File: src/rtl/piso_pkg.sv
// Shared constants and types for the parallel-in / serial-out shifter.
package piso_pkg;

  localparam int WIDE_DEFAULT = 4;

  typedef enum logic {
    MSB_FIRST = 1'b0,
    LSB_FIRST = 1'b1
  } shift_dir_e;

endpackage

File: src/rtl/piso.sv
// Parallel-in / serial-out shift register with async active-high reset.
// Define PISO_LSB_FIRST_EN to shift LSB-first; the default build is MSB-first.
module piso
  import piso_pkg::*;
#(
  parameter int WIDE = WIDE_DEFAULT
) (
  input  logic [WIDE-1:0] go,
  input  logic            reset,
  input  logic            sh,
  input  logic            clk,
  output logic            get
);

`ifdef PISO_LSB_FIRST_EN
  localparam shift_dir_e DIR = LSB_FIRST;
`else
  localparam shift_dir_e DIR = MSB_FIRST;
`endif

  logic [WIDE-1:0] sreg;

  // NOTE: sequential state uses non-blocking assignments so every flop samples pre-edge values.
  always_ff @(posedge clk or posedge reset) begin
    if (reset) begin
      sreg <= '0;
    end else if (!sh) begin
      sreg <= go;
    end else if (DIR == LSB_FIRST) begin
      sreg <= {1'b0, sreg[WIDE-1:1]};
    end else begin
      sreg <= {sreg[WIDE-2:0], 1'b0};
    end
  end

  // Output end of the register drives the line directly; no extra flop stage.
  assign get = (DIR == LSB_FIRST) ? sreg[0] : sreg[WIDE-1];

endmodule

File: config.mk
export PLATFORM = sky130hd
export DESIGN_NAME = piso
export DESIGN_NICKNAME = d
export VERILOG_FILES = /design/src/rtl/piso_pkg.sv /design/src/rtl/piso.sv
export SDC_FILE = /design/constraint.sdc
export NUM_CORES = 1
export LEC_CHECK = 0
export ABC_AREA = 1
export CAP_MARGIN = 10
export CORE_AREA = 2 2 39 41
export CTS_BUF_LIST = sky130_fd_sc_hd__clkbuf_4 sky130_fd_sc_hd__clkbuf_8
export CTS_CLUSTER_SIZE = 25
export DETAILED_ROUTE_END_ITERATION = 10
export DIE_AREA = 0 0 41 43
export PLACE_DENSITY = 0.3
export SLEW_MARGIN = 10
export SYNTH_ARGS = -nofsm -noshare
export SYNTH_HDL_FRONTEND = slang
export SYNTH_SLANG_ARGS = --single-unit
File: constraint.sdc
create_clock -name clk -period 0.86 [get_ports clk]
set_input_delay 0.086 -clock clk [delete_from_list [all_inputs] [get_ports clk]]
set_output_delay 0.086 -clock clk [all_outputs]
set_load 0.1 [all_outputs]
Word-level counts from Yosys, hierarchy flattened. Index checks and enable logic that the tools add are counted.

Mux-type cells: 1.

Operators by type and width (number): $mux W4 (1).

Input bits: 7. Output and inout bits: 1. Logic and storage cells: 2. Bits in registers: 4.

Logic depth before layout (Yosys ltp). Gate-level depths: netlist (run 1).

Depth after elaboration: 1. Mapped depth: 3. Depth with buffers taken out: 3.

Worst setup path before layout (run 1). No wires, ideal clock.

Path kind: register -> output. Start: reg sreg[3]. End: out get. Setup slack: -0.109 ns. Path buffers: 0. Required time: 0.774 ns. Arrival time: 0.883 ns. Cell stages (with the launch flop): 1. Cells stage by stage: dfrtp_1.

RTL lines: start, declared (line piso.sv:21) `logic [WIDE-1:0] sreg;`; start signal, assigned (line piso.sv:28) `sreg <= go;`; start signal, assigned (line piso.sv:30) `sreg <= {1'b0, sreg[WIDE-1:1]};`; start signal, assigned (line piso.sv:32) `sreg <= {sreg[WIDE-2:0], 1'b0};`; end, declared (line piso.sv:12) `output logic get`.

No word-level cell between the ends.

Final worst setup path (run 1).
Start: reg sreg[3]. End: out get.

No word-level cell between the ends.

==> flow_metrics.env, run 1 <==
export IMPL_status="finished with violations"
export IMPL_failing_checks="setup timing"
export IMPL_maxSlewHeadroom_pct=88.19
export IMPL_crit_path_start_kind="flop"
export IMPL_antenna_found_initial=0
export IMPL_critPathTopFamily="flip-flops"
export IMPL_synth_most_common_cell="sky130_fd_sc_hd__nand2_1"
export IMPL_tightest_slew_ns=0.1766
export IMPL_post_cts_resized_instances=0
export IMPL_synthesis_nets=24
export IMPL_power_density_nw_per_um2=2152
export IMPL_peakVddDrop_uv=584.9
export IMPL_cts_num_sinks=4
export IMPL_fraction_of_layout_instances_using_a_drive_strength_above_1_pct=25.00
export IMPL_timing_critical_path_required_ns=0.77
export IMPL_clk_pin_slew_ns=0.05
export IMPL_synth_edf_count=0
export IMPL_fin_ws_ns=-0.04251
export IMPL_die_area_um2=1763
export IMPL_layout_area_overhead_vs_synth_pct=88.24
export IMPL_f_max_ghz=1.108
export IMPL_worst_path_max_fanout=1
export IMPL_cp_num_buf_inv=1
export IMPL_grt_pass1_vias=133
export IMPL_core_region_area_um2=1384
export IMPL_layout_top_registers="sreg (4)"
export IMPL_instance_count_after_placement_with_tap_cells_included=40
export IMPL_synth_avg_cell_area_um2=8.758
export IMPL_netlist_cell_type_count=5
export IMPL_hold_path_class="in -> async"
export IMPL_first_pass_grt_wire_length_um=524
export IMPL_synth_seq_area_share_pct=67.23
export IMPL_critPathArrivalTime_ns=0.82
export IMPL_crit_path_cell_trace="buf_12"
export IMPL_grt_max_degree=6
export IMPL_cts_tree="yes"
export IMPL_post_synth_main_area_contributors="sky130_fd_sc_hd__dfrtp_1 (67%), sky130_fd_sc_hd__nand2_1 (23%), sky130_fd_sc_hd__inv_1 (5.0%)"
export IMPL_avgViaCountPerCell=3.045
export IMPL_finalWeightedCongestion=0.6040
export IMPL_synth_top_cell_area_share_pct=67.23
export IMPL_grt_setup_unrepaired="yes"
export IMPL_timing_setup_critical_path_class="reg -> out"
export IMPL_dominantRegCellSynth="sky130_fd_sc_hd__dfrtp_1"
export IMPL_critPathMaxStageDelay_ns=0.40
export IMPL_crit_path_top_delay_cell="sky130_fd_sc_hd__dfrtp_2"
export IMPL_io_buffers=7
export IMPL_worst_r2r_setup_slack_ns=0.29
export IMPL_largest_register_ff_count=4
export IMPL_fin_crit_sh_pct=104.9
export IMPL_clock_skew_ns=0.01177
export IMPL_antenna_left=0
export IMPL_antenna_cells=0
export IMPL_drv_max_cap_violation_count=0
export IMPL_cts_setup_buffers=0
export IMPL_n_fill_cell=154
export IMPL_initial_core_util_pct=10.76
export IMPL_drc_errors=0
export IMPL_p_total_mw=0.6032
export IMPL_ys_warn_count=0
export IMPL_syn_instance_count=17
export IMPL_cts_made_buffers=3
export IMPL_chipWidth_um=41
export IMPL_place_hpwl_um=219
export IMPL_postSynth_asyncResetShare_pct=100.0
export IMPL_ys_ff_latch=4
export IMPL_synth_top_cells_by_count="sky130_fd_sc_hd__nand2_1 (9), sky130_fd_sc_hd__dfrtp_1 (4), sky130_fd_sc_hd__inv_1 (2)"
export IMPL_final_net_count=36
export IMPL_cts_buffer_depth=2
export IMPL_dieHeight_um=43
export IMPL_drt_iter0_drc=3
export IMPL_globalRoute_totalOverflow=0
export IMPL_std_cell_rows=14
export IMPL_h_tree_levels=1
export IMPL_drt_pass1_iter_count=3
export IMPL_final_instance_count_excl_fill=44
export IMPL_synth_cell_area_um2=148.9
export IMPL_regMostFlops="sreg"
export IMPL_report_final_hold_viol_count=0
export IMPL_timing_max_transition_violations_final=0
export IMPL_grt_util_all_layers_pct=5.651
export IMPL_cts_root_buffer_cell="sky130_fd_sc_hd__clkbuf_4"
export IMPL_routed_wl_um=308
export IMPL_setup_violations_final=1
export IMPL_io_pins=8
export IMPL_worst_setup_path_end_kind="output port"
export IMPL_synth_area_leader_cell="sky130_fd_sc_hd__dfrtp_1"
export IMPL_fin_crit_ns=0.9025
export IMPL_leakagePower_nw=0.1424
export IMPL_route_detailed_wl_per_inst_um=7.000
export IMPL_vias=134
export IMPL_insertion_delay_ns=0.24
layer usage:
layer  vias up  GRT usage [%]  wire length [um]  share of wire, %
met5         -              0                 0                 0
met4         0          6.000                 6               1.9
met3         2          7.853                66                21
met2        10          4.063                96                31
met1        52          6.209               139                45
li1         70              -                 -                 -
cells by family after synthesis:
group         after synthesis  synth area share [%]
simple gates               10                 25.21
buf+inv                     3                 7.562
flops                       4                 67.23
timing repair:
action	in CTS	in global routing
endpoints found under the setup margin	1	1
hold buffers	0	0
pin swaps	0	0
final cells by class:
type | count | area, um^2 | share of cell area [%]
Multi-Input combinational cell | 10 | 37.54 | 13.39
Sequential cell | 4 | 101.3 | 36.16
Tap cell | 16 | 20.02 | 7.143
Inverter | 3 | 11.26 | 4.018
Clock buffer | 4 | 30.03 | 10.71
Timing Repair Buffer | 7 | 80.08 | 28.57
worst reg2reg max path, stage by stage (launching register included):
cell and delay [ns]:
sky130_fd_sc_hd__dfrtp_1 0.36, sky130_fd_sc_hd__nand2_1 0.06, sky130_fd_sc_hd__nand2_1 0.05
where the power goes:
| part | internal, mW | switching [mW] |
|---|---|---|
| Combinational | 0.0461 | 0.0505 |
| Sequential | 0.204 | 0.00580 |
| Clock | 0.206 | 0.0908 |
| Total | 0.456 | 0.147 |
cell usage in the layout (no fill, tap or decap), drive strengths merged:
master / netlist / layout
clkbuf: 0 / 4
dfrtp: 4 / 4
nand2: 9 / 9
inv: 3 / 3
clkdlybuf4s50: 0 / 6
buf: 0 / 1
nor2: 1 / 1
metrics by stage:
| step | area (um^2) | setup TNS [ns] | util (%) | hold WS, ns | worst slack [ns] |
|---|---|---|---|---|---|
| after global placement | 250.2 | -0.2285 | 18.08 | 0.2931 | -0.08282 |
| after floorplan | 150.1 | 0 | - | -0.1480 | 0.1283 |
| after CTS | 280.3 | -0.05820 | 20.25 | 0.02999 | -0.05820 |
| after detailed placement | 250.2 | -0.2031 | 18.08 | 0.2935 | -0.06947 |
| after global routing | 280.3 | -0.07584 | 20.25 | 0.02985 | -0.07584 |
| final | 280.3 | -0.04251 | 20.25 | 0.03199 | -0.04251 |
final timing paths:
kind                       depth (start not counted)    start       to
hold reg to reg                                    2  sreg[1]  sreg[2]
setup / recovery                                   1  sreg[3]      get
min in group clk                                   3    go[0]  sreg[0]
max in group asynchronous                          2    reset  sreg[0]
setup reg to reg                                   2  sreg[2]  sreg[3]
hold / removal                                     2    reset  sreg[2]
Note: power is estimated with default switching activity, not from simulation.
==> run 2: changes to the inputs <==
==> constraint.sdc (replaced) <==
create_clock -name clk -period 0.86 [get_ports clk]
set_input_delay 0.172 -clock clk [delete_from_list [all_inputs] [get_ports clk]]
set_output_delay 0.172 -clock clk [all_outputs]
set_load 0.1 [all_outputs]
==> flow_metrics.env, run 2 (synthesis gave the netlist of run 1 again) <==
export IMPL_worst_setup_path_end_kind="output port"
export IMPL_layout_cells_most_common_list="sky130_fd_sc_hd__nand2_1 (9), sky130_fd_sc_hd__clkdlybuf4s50_1 (6), sky130_fd_sc_hd__clkbuf_4 (4)"
export IMPL_insertion_delay_ns=0.25
export IMPL_fin_crit_sh_pct=115.2
export IMPL_critical_path_cell_count=1
export IMPL_io_buffers=7
export IMPL_p_total_mw=0.6067
export IMPL_hold_slack_ns=0.1170
export IMPL_crit_end="get"
export IMPL_drt_pass1_iter_count=2
export IMPL_regToRegStartpoint="sreg[2]"
export IMPL_final_instance_count_excl_fill=44
export IMPL_first_pass_grt_wire_length_um=545
export IMPL_report_final_hold_viol_count=0
export IMPL_worst_path_max_fanout=1
export IMPL_cts_made_buffers=3
export IMPL_regMostFlops="sreg"
export IMPL_route_detailed_wl_per_inst_um=7.000
export IMPL_crit_path_start_kind="flop"
export IMPL_instance_count_after_placement_with_tap_cells_included=40
export IMPL_failing_checks="setup timing"
export IMPL_initial_core_util_pct=10.76
export IMPL_worstRegToRegCells=2
export IMPL_place_ws_ns=-0.1578
export IMPL_peakVddDrop_uv=845.6
export IMPL_antenna_left=0
export IMPL_vias=134
export IMPL_drv_max_cap_violation_count=0
export IMPL_cp_num_buf_inv=1
export IMPL_finalWeightedCongestion=0.5854
export IMPL_timing_rr_end="sreg[3]"
export IMPL_hold_path_class="in -> async"
export IMPL_grt_setup_unrepaired="yes"
export IMPL_crit_path_top_delay_cell="sky130_fd_sc_hd__dfrtp_2"
export IMPL_h_tree_levels=1
export IMPL_antenna_found_initial=0
export IMPL_drt_iter0_drc=4
export IMPL_std_cell_rows=14
export IMPL_clk_pin_slew_ns=0.05
export IMPL_final_cell_area_um2=280.3
export IMPL_grt_util_all_layers_pct=5.752
export IMPL_maxSlewHeadroom_pct=87.38
export IMPL_cts_tree="yes"
export IMPL_setup_total_negative_slack_ns=-0.1306
export IMPL_chipWidth_um=41
export IMPL_fin_ws_ns=-0.1306
export IMPL_layout_area_overhead_vs_synth_pct=88.24
export IMPL_grt_max_degree=6
export IMPL_setup_violations_final=1
export IMPL_avgViaCountPerCell=3.045
export IMPL_cts_root_buffer_cell="sky130_fd_sc_hd__clkbuf_4"
export IMPL_place_hpwl_um=219
export IMPL_cts_buffer_depth=2
export IMPL_power_density_nw_per_um2=2165
export IMPL_fraction_of_layout_instances_using_a_drive_strength_above_1_pct=25.00
export IMPL_grt_pass1_vias=136
export IMPL_final_net_count=36
export IMPL_globalRoute_totalOverflow=0
export IMPL_largest_register_ff_count=4
export IMPL_holdBufCountCts=0
export IMPL_dieHeight_um=43
export IMPL_f_max_ghz=1.010
export IMPL_core_region_area_um2=1384
export IMPL_crit_path_cell_trace="buf_12"
export IMPL_routed_wl_um=308
export IMPL_critPathMaxStageDelay_ns=0.40
export IMPL_critPathTopFamily="flip-flops"
export IMPL_timing_critical_path_required_ns=0.69
export IMPL_cts_num_sinks=4
export IMPL_cp_startpoint="sreg[3]"
export IMPL_antenna_cells=0
export IMPL_timing_setup_critical_path_class="reg -> out"
export IMPL_leakagePower_nw=0.1424
export IMPL_layout_commonest_cell="sky130_fd_sc_hd__nand2_1"
export IMPL_drc_errors=0
export IMPL_io_pins=8
export IMPL_post_cts_resized_instances=0
export IMPL_status="finished with violations"
export IMPL_die_area_um2=1763
export IMPL_layout_top_registers="sreg (4)"
export IMPL_placed_cell_area_um2=250.2
export IMPL_fin_crit_ns=0.9906
export IMPL_post_route_util_pct=20.25
export IMPL_critPathArrivalTime_ns=0.82
export IMPL_timing_max_transition_violations_final=0
export IMPL_worst_r2r_setup_slack_ns=0.28
export IMPL_tightest_slew_ns=0.1887
export IMPL_clock_skew_ns=0.01122
[run 2: cell counts in the layout (fill, tap and decap cells not counted)]
Identical to the previous run, type by type.
[run 2: routing by layer]
layer / track usage [%] / vias up / wire length (um)
li1: - / 69 / -
met1: 6.536 / 51 / 146
met2: 4.063 / 10 / 81
met3: 7.853 / 4 / 61
met4: 6.000 / 0 / 19
met5: 0 / - / 0
[run 2: final cells by class]
class,instances,area (um^2)
Tap cell,16,20.02
Fill cell,152,1104
Sequential cell,4,101.3
Clock buffer,4,30.03
Multi-Input combinational cell,10,37.54
Timing Repair Buffer,7,80.08
Inverter,3,11.26
[run 2: worst min-delay path by stage]
stage | end | slack (ns) | cells past startpoint
2_1_floorplan | sreg[0] | -0.06 | 1
3_3_place_gp | sreg[2] | 0.38 | 2
3_5_place_dp | sreg[2] | 0.38 | 2
4_1_cts | sreg[2] | 0.12 | 2
5_1_grt | sreg[2] | 0.11 | 2
6_report | sreg[2] | 0.12 | 2
[run 2: power breakdown]
part / internal (mW) / switching, mW
Clock: 0.207 / 0.0939
Sequential: 0.204 / 0.00597
Combinational: 0.0461 / 0.0506
[run 2: timing repair]
action,in CTS,in global routing
pin swaps,0,0
endpoints found under the setup margin,1,1
setup buffers,0,0
cloned,0,0
